--- src/rtl/pciei_slice_pkg.sv ---
// Shared slice package: link FSM encoding, credit range limits and the
// credit-counter operation decode used by the credit transmitter.
package pciei_slice_pkg;

  localparam int unsigned CREDITS_MIN = 1;
  localparam int unsigned CREDITS_MAX = 15;

  typedef enum logic {
    ST_INIT = 1'b0,
    ST_RUN  = 1'b1
  } link_state_t;

  typedef enum logic [1:0] {
    CRD_HOLD = 2'd0,
    CRD_DEC  = 2'd1,
    CRD_INC  = 2'd2,
    CRD_OVF  = 2'd3
  } crd_op_t;

  // A beat and a return in the same cycle cancel; a return with the
  // counter already full is an overflow rather than an increment.
  function automatic crd_op_t crd_op(input logic beat, input logic rtn,
                                     input logic full);
    crd_op_t op;
    op = CRD_HOLD;
    if (beat && !rtn) begin
      op = CRD_DEC;
    end else if (!beat && rtn) begin
      op = full ? CRD_OVF : CRD_INC;
    end
    return op;
  endfunction

endpackage

--- src/rtl/gp_credit_cnt.sv ---
// Credit counter: loads the granted credit count, tracks beats and returns,
// saturates at 0 and CREDITS, and flags a sticky overflow on excess returns.
module gp_credit_cnt
  import pciei_slice_pkg::*;
#(
  parameter int unsigned CREDITS   = 4,
  parameter int unsigned CNT_WIDTH = 4
) (
  input  logic                 clk,
  input  logic                 rst_n_sync,
  input  logic                 load,
  input  logic                 run,
  input  logic                 beat,
  input  logic                 rtn,
  output logic [CNT_WIDTH-1:0] cnt,
  output logic                 ovf
);

  localparam logic [CNT_WIDTH-1:0] FULL = CNT_WIDTH'(CREDITS);

  logic [CNT_WIDTH-1:0] cnt_d;
  logic                 ovf_d;
  logic                 full;
  logic                 empty;
  crd_op_t              op;

  // Next-count decode; returns outside RUN are ignored and never flag overflow.
  always_comb begin
    cnt_d = cnt;
    ovf_d = ovf;
    full  = (cnt == FULL);
    empty = (cnt == '0);
    op    = crd_op(beat & run & ~empty, rtn & run, full);
    if (load) begin
      cnt_d = FULL;
    end else begin
      unique case (op)
        CRD_DEC:  cnt_d = cnt - CNT_WIDTH'(1);
        CRD_INC:  cnt_d = cnt + CNT_WIDTH'(1);
        CRD_OVF:  ovf_d = 1'b1;
        default:  cnt_d = cnt;
      endcase
    end
  end

  // Counter and sticky overflow registers.
  always_ff @(posedge clk or negedge rst_n_sync) begin
    if (!rst_n_sync) begin
      cnt <= '0;
      ovf <= 1'b0;
    end else begin
      cnt <= cnt_d;
      ovf <= ovf_d;
    end
  end

endmodule

--- src/rtl/gp_credit_tx.sv ---
// Credit-based link transmitter: accepts upstream beats while credits remain,
// forwards each beat onto the link one cycle later without backpressure.
module gp_credit_tx
  import pciei_slice_pkg::*;
#(
  parameter int unsigned PAYLD_WIDTH = 32,
  parameter int unsigned CREDITS     = 4,
  parameter int unsigned CNT_WIDTH   = 4
) (
  input  logic                   clk,
  input  logic                   rst_n_sync,
  input  logic                   vld_m,
  output logic                   rdy_m,
  input  logic [PAYLD_WIDTH-1:0] payld_m,
  output logic                   vld_s,
  output logic [PAYLD_WIDTH-1:0] payld_s,
  input  logic                   crd_rtn,
  output logic [CNT_WIDTH-1:0]   crd_cnt,
  output logic                   idle,
  output logic                   crd_ovf
);

  generate
    if (CREDITS < CREDITS_MIN || CREDITS > CREDITS_MAX) begin : g_bad_credits
      $error("gp_credit_tx: CREDITS out of legal range");
    end
    if ((64'd1 << CNT_WIDTH) <= 64'(CREDITS)) begin : g_bad_cnt_width
      $error("gp_credit_tx: CNT_WIDTH too narrow for CREDITS");
    end
  endgenerate

  localparam logic [CNT_WIDTH-1:0] FULL = CNT_WIDTH'(CREDITS);

  link_state_t state_q;
  link_state_t state_d;
  logic        load;
  logic        run;
  logic        beat;

  // Link state register.
  always_ff @(posedge clk or negedge rst_n_sync) begin
    if (!rst_n_sync) begin
      state_q <= ST_INIT;
    end else begin
      state_q <= state_d;
    end
  end

  // INIT lasts one cycle and loads the granted credits on the way to RUN.
  always_comb begin
    state_d = state_q;
    load    = 1'b0;
    unique case (state_q)
      ST_INIT: begin
        state_d = ST_RUN;
        load    = 1'b1;
      end
      ST_RUN:  state_d = ST_RUN;
      default: state_d = ST_INIT;
    endcase
  end

  // Ready depends only on registered state, never on vld_m or crd_rtn.
  always_comb begin
    run   = (state_q == ST_RUN);
    rdy_m = run && (crd_cnt != '0);
    beat  = vld_m && rdy_m;
    idle  = run && (crd_cnt == FULL);
  end

  // Link output stage: one-cycle pulse per beat, payload held between beats.
  always_ff @(posedge clk or negedge rst_n_sync) begin
    if (!rst_n_sync) begin
      vld_s   <= 1'b0;
      payld_s <= '0;
    end else begin
      vld_s <= beat;
      if (beat) begin
        payld_s <= payld_m;
      end
    end
  end

  gp_credit_cnt #(
    .CREDITS   (CREDITS),
    .CNT_WIDTH (CNT_WIDTH)
  ) u_credit_cnt (
    .clk        (clk),
    .rst_n_sync (rst_n_sync),
    .load       (load),
    .run        (run),
    .beat       (beat),
    .rtn        (crd_rtn),
    .cnt        (crd_cnt),
    .ovf        (crd_ovf)
  );

endmodule

--- config.mk ---
export PLATFORM = sky130hd
export DESIGN_NAME = gp_credit_tx
export DESIGN_NICKNAME = d
export VERILOG_FILES = /design/src/rtl/pciei_slice_pkg.sv /design/src/rtl/gp_credit_cnt.sv /design/src/rtl/gp_credit_tx.sv
export SDC_FILE = /design/constraint.sdc
export NUM_CORES = 1
export LEC_CHECK = 0
export CORE_MARGIN = 4
export CORE_UTILIZATION = 40
export DETAILED_ROUTE_END_ITERATION = 7
export GPL_TIMING_DRIVEN = 0
export PLACE_DENSITY = 0.76
export SETUP_SLACK_MARGIN = 0.02
export SYNTH_ARGS = -nofsm -noshare
export SYNTH_HDL_FRONTEND = slang
export SYNTH_SLANG_ARGS = --single-unit
--- constraint.sdc ---
create_clock -name clk -period 5.9 [get_ports clk]
set_input_delay 0.885 -clock clk [delete_from_list [all_inputs] [get_ports clk]]
set_output_delay 0.885 -clock clk [all_outputs]
set_load 0.02 [all_outputs]
==> results of run 1 <==
==> through the flow <==
stage | std cells | hold WS [ns] | power [mW]
final | 256 | 0.471 | 1.35
after global routing | 256 | 0.507 | 1.42
after CTS | 256 | 0.481 | 1.36
after detailed placement | 248 | 0.463 | 1.13
after global placement | 248 | 0.452 | 1.10
after floorplan | 121 | 0.578 | 0.828
==> path summary, 6_finish.rpt <==
check	from	to	slack, ns
max	u_credit_cnt.cnt[0]$_DFFE_PN0P_	idle	3.02
min	u_credit_cnt.ovf$_DFFE_PN0P_	u_credit_cnt.ovf$_DFFE_PN0P_	0.47
max reg2reg	u_credit_cnt.cnt[0]$_DFFE_PN0P_	u_credit_cnt.cnt[2]$_DFFE_PN0P_	3.43
min reg2reg	u_credit_cnt.ovf$_DFFE_PN0P_	u_credit_cnt.ovf$_DFFE_PN0P_	0.47
max in group asynchronous	rst_n_sync	payld_s[14]$_DFFE_PN0N_	4.66
min in group asynchronous	rst_n_sync	payld_s[21]$_DFFE_PN0N_	0.70
==> cells by family (layout without fill, tap and decap cells) <==
logic type	count (synthesis)	in the layout
simple gates	16	16
buf+inv	10	93
compound gates	16	16
flops	39	39
mux	35	35
other cells	1	1
xor+xnor	1	1
fa+ha+maj	3	3
==> routing by layer <==
metal | up-vias | track usage [%]
met4 | 0 | 4.08
met3 | 9 | 4.27
li1 | 589 | -
met5 | - | 0
met1 | 662 | 17.2
met2 | 55 | 27.7
==> cell usage in the layout, fill, tap and decap left out, types with 2 or more instances in the layout <==
cell                              instances
sky130_fd_sc_hd__ha_1                     2
sky130_fd_sc_hd__clkbuf_8                 6
sky130_fd_sc_hd__buf_6                    3
sky130_fd_sc_hd__a21boi_0                 3
sky130_fd_sc_hd__mux2i_1                  3
sky130_fd_sc_hd__o21ai_0                  2
sky130_fd_sc_hd__nand2_1                  6
sky130_fd_sc_hd__mux2_2                   3
sky130_fd_sc_hd__dfrtp_1                 39
sky130_fd_sc_hd__mux2_4                  29
sky130_fd_sc_hd__clkdlybuf4s50_1         74
sky130_fd_sc_hd__inv_1                    6
sky130_fd_sc_hd__a21oi_1                  3
sky130_fd_sc_hd__nand2b_1                 3
==> layout make-up <==
class | instances | area share [%]
well taps | 52 | 2.38
multi-input cells | 72 | 28.3
flip-flops and latches | 39 | 35.6
repair buffers | 75 | 27.2
plain buffers | 4 | 1.37
inverters | 6 | 0.822
clock buffers | 6 | 3.02
clock inverters | 2 | 1.28
==> sequential cells by signal (all words and copies together), names as in the netlist <==
name,cells
payld_s,32
u_credit_cnt.cnt,4
run,1
u_credit_cnt.ovf,1
vld_s,1
==> Yosys cell counts (all sizes together) <==
| cell | number |
|---|---|
| a211oi | 1 |
| and2 | 1 |
| ha | 2 |
| nor2 | 1 |
| buf | 3 |
| xnor2 | 1 |
| and3 | 1 |
| nor3 | 2 |
| a211o | 1 |
| nand3 | 1 |
| dfrtp | 39 |
| conb | 1 |
| nand2 | 6 |
| fa | 1 |
| nand2b | 3 |
| a21boi | 3 |
| inv | 6 |
| o31a | 1 |
| a41o | 1 |
| mux2i | 3 |
| a31oi | 1 |
| and4b | 1 |
| o221ai | 1 |
| clkbuf | 1 |
| a21oi | 4 |
| o311a | 1 |
| o21ai | 2 |
| mux2 | 32 |
==> power breakdown <==
group          total (mW)  leakage, nW  internal, mW  switching (mW)
sequential          0.440        0.458         0.367          0.0735
clock               0.228       0.0612         0.137          0.0915
combinational       0.680        0.689         0.372           0.308
total                1.35         1.21         0.876           0.473
==> results.json, run 1 <==
{
  "run_status": "complete, no violations",
  "timing.critical_path.cells": "nor3_4 -> and3_1 -> clkdlybuf4s50_1",
  "power.leakage_nw": 1.21,
  "count_of_antenna_diodes_in_the_layout": 0,
  "wirelength_met1_mm": 1.53,
  "vias_in_the_first_global_route": 1455,
  "clock_tree.htree_level_count": 2,
  "cp_data_required_time_ns": 5.02,
  "grt_antenna_before_repair": 0,
  "postCtsSetupRepairBufs": 0,
  "synth-compound-area-share_pct": 6.84,
  "pin_count": 76,
  "wirelength_routed_mm": 4.21,
  "synthCells": 121,
  "met3WireLength_um": 306,
  "timing.critical_path.depth": 3,
  "clk_pin_slew_ns": 0.07,
  "synthesis.area_um2": 1810,
  "finalWeightedCongestion": 0.785,
  "worst_slew_margin_rel_pct": 43.2,
  "max_cap_violations": 0,
  "number_of_remaining_drc_errors": 0,
  "synth-adder-area-share_pct": 2.49,
  "rows": 24,
  "post-route-util_pct": 62.9,
  "post_synthesis_share_of_cell_area_spent_on_xor_and_xnor_gates_pct": 0.484,
  "multi_input_comb_area_um2": 774,
  "max_stage_delay_ns": 0.60,
  "worst_setup_path_start_kind": "flip-flop",
  "synthDominantAreaCellType": "sky130_fd_sc_hd__dfrtp_1",
  "grt.total_usage_pct": 15.1,
  "met2_wirelength_mm": 2.30,
  "cpMaxStageDelayCell": "sky130_fd_sc_hd__clkdlybuf4s50_1",
  "die_width_um": 75.3,
  "fillCellCount": 320,
  "final_layout_size_suffix_gt1_share_pct": 22.5,
  "timing.setup.tns_ns": 0,
  "ant_nets": 0,
  "grt_start_max_net_pins": 40,
  "hold_class": "reg2reg",
  "finalMaxSlewViolations": 0,
  "placed_standard_cell_area_um2": 2620,
  "detail_route.wl_per_cell_um": 16.4,
  "die-area_um2": 5670,
  "seq_area_frac_synth_pct": 53.9,
  "irDropWorstVdd_mv": 0.228,
  "cts_tree": "done",
  "crit_path_end_kind": "primary output",
  "regArea_um2": 976,
  "clock_path_buffers": 2,
  "post-place-ws_ns": 2.83,
  "setup_ws_ns": 3.02,
  "first_pass_grt_wire_length_mm": 6.62,
  "cts-buffers-inserted": 5,
  "final.period_utilization_pct": 48.8,
  "synth_seq_cells": 39,
  "die_h_um": 75.3,
  "fmax_mhz": 347,
  "yosys.cell_types.count": 31,
  "dominant_combinational_cell_family_by_area_after_synthesis": "multiplexers",
  "mapped_avg_cell_area_um2": 15.0,
  "skew_ns": 0.00692,
  "yosys.area_share.simple_pct": 5.18,
  "final_net_count": 242,
  "critical_path_class": "reg2out",
  "rsz0062_at_grt": "no",
  "critical_path_arrival_ns": 2.00,
  "cts.root.buffer_cell": "sky130_fd_sc_hd__clkbuf_8",
  "layout-area-overhead-vs-synth_pct": 51.3,
  "number_of_endpoints_with_negative_hold_slack_in_the_final_report": 0,
  "finalCriticalPeriod_ns": 2.88,
  "place.detailed.hpwl_mm": 3.15,
  "yosys-mux-area-fraction_pct": 27.6,
  "drt-initial-drc-count": 32,
  "coreArea_um2": 4350,
  "postSynthNetCount": 160,
  "cts_sinks": 39,
  "drt_pre_antenna_iters": 4,
  "critPathBufInv": 1,
  "worst_path_dominant_cell_family": "simple AND/OR/NAND/NOR gates",
  "min_delay_path_depth": 1,
  "r2r.worst_path.cells": 9,
  "routed.top_layer": "met4",
  "ys_top_cells_by_area": "sky130_fd_sc_hd__dfrtp_1 (54%), sky130_fd_sc_hd__mux2_4 (24%), sky130_fd_sc_hd__buf_6 (1.9%)",
  "detail_route.vias_per_cell": 5.14,
  "overall_via_count_from_detail_route": 1315,
  "summed_area_of_non_filler_cells_in_the_final_layout_um2": 2740,
  "gr-total-overflow": 0,
  "yosysWarningCount": 0,
  "worst-path-max-fanout": 9,
  "hold_buffers": 0,
  "powerDensity_nw_per_um2": 492,
  "setup-violations-final": 0,
  "synth_top_area_share_pct": 53.9,
  "start_util_pct": 41.6,
  "worstSkewPairLatency_ns": 0.28,
  "ctsResizeCount": 0,
  "port-buffer-count": 75,
  "worst_pin_slew_ns": 0.851
}
(Power assumes the default switching activity.)
==> run 2: changes to the inputs <==
==> constraint.sdc (replaced) <==
create_clock -name clk -period 2.9 [get_ports clk]
set_input_delay 0.435 -clock clk [delete_from_list [all_inputs] [get_ports clk]]
set_output_delay 0.435 -clock clk [all_outputs]
set_load 0.02 [all_outputs]
==> results of run 2 <==
The final DEF is identical to that of run 1. Status: complete, no violations.
Main changes from that run: setup slack after placement 2.83 ns -> 0.275 ns; clock-pin slew on the worst setup and hold paths 0.07 ns -> 0.08 ns; setup slack after layout 3.02 ns -> 0.433 ns; hold slack 0.471 ns -> 0.250 ns; end point of the critical path idle -> u_credit_cnt.cnt[2]$_DFFE_PN0P_; register-to-register setup slack 3.43 ns -> 0.43 ns; total power 1.35 mW -> 2.74 mW; worst IR drop on VDD 0.228 mV -> 0.463 mV
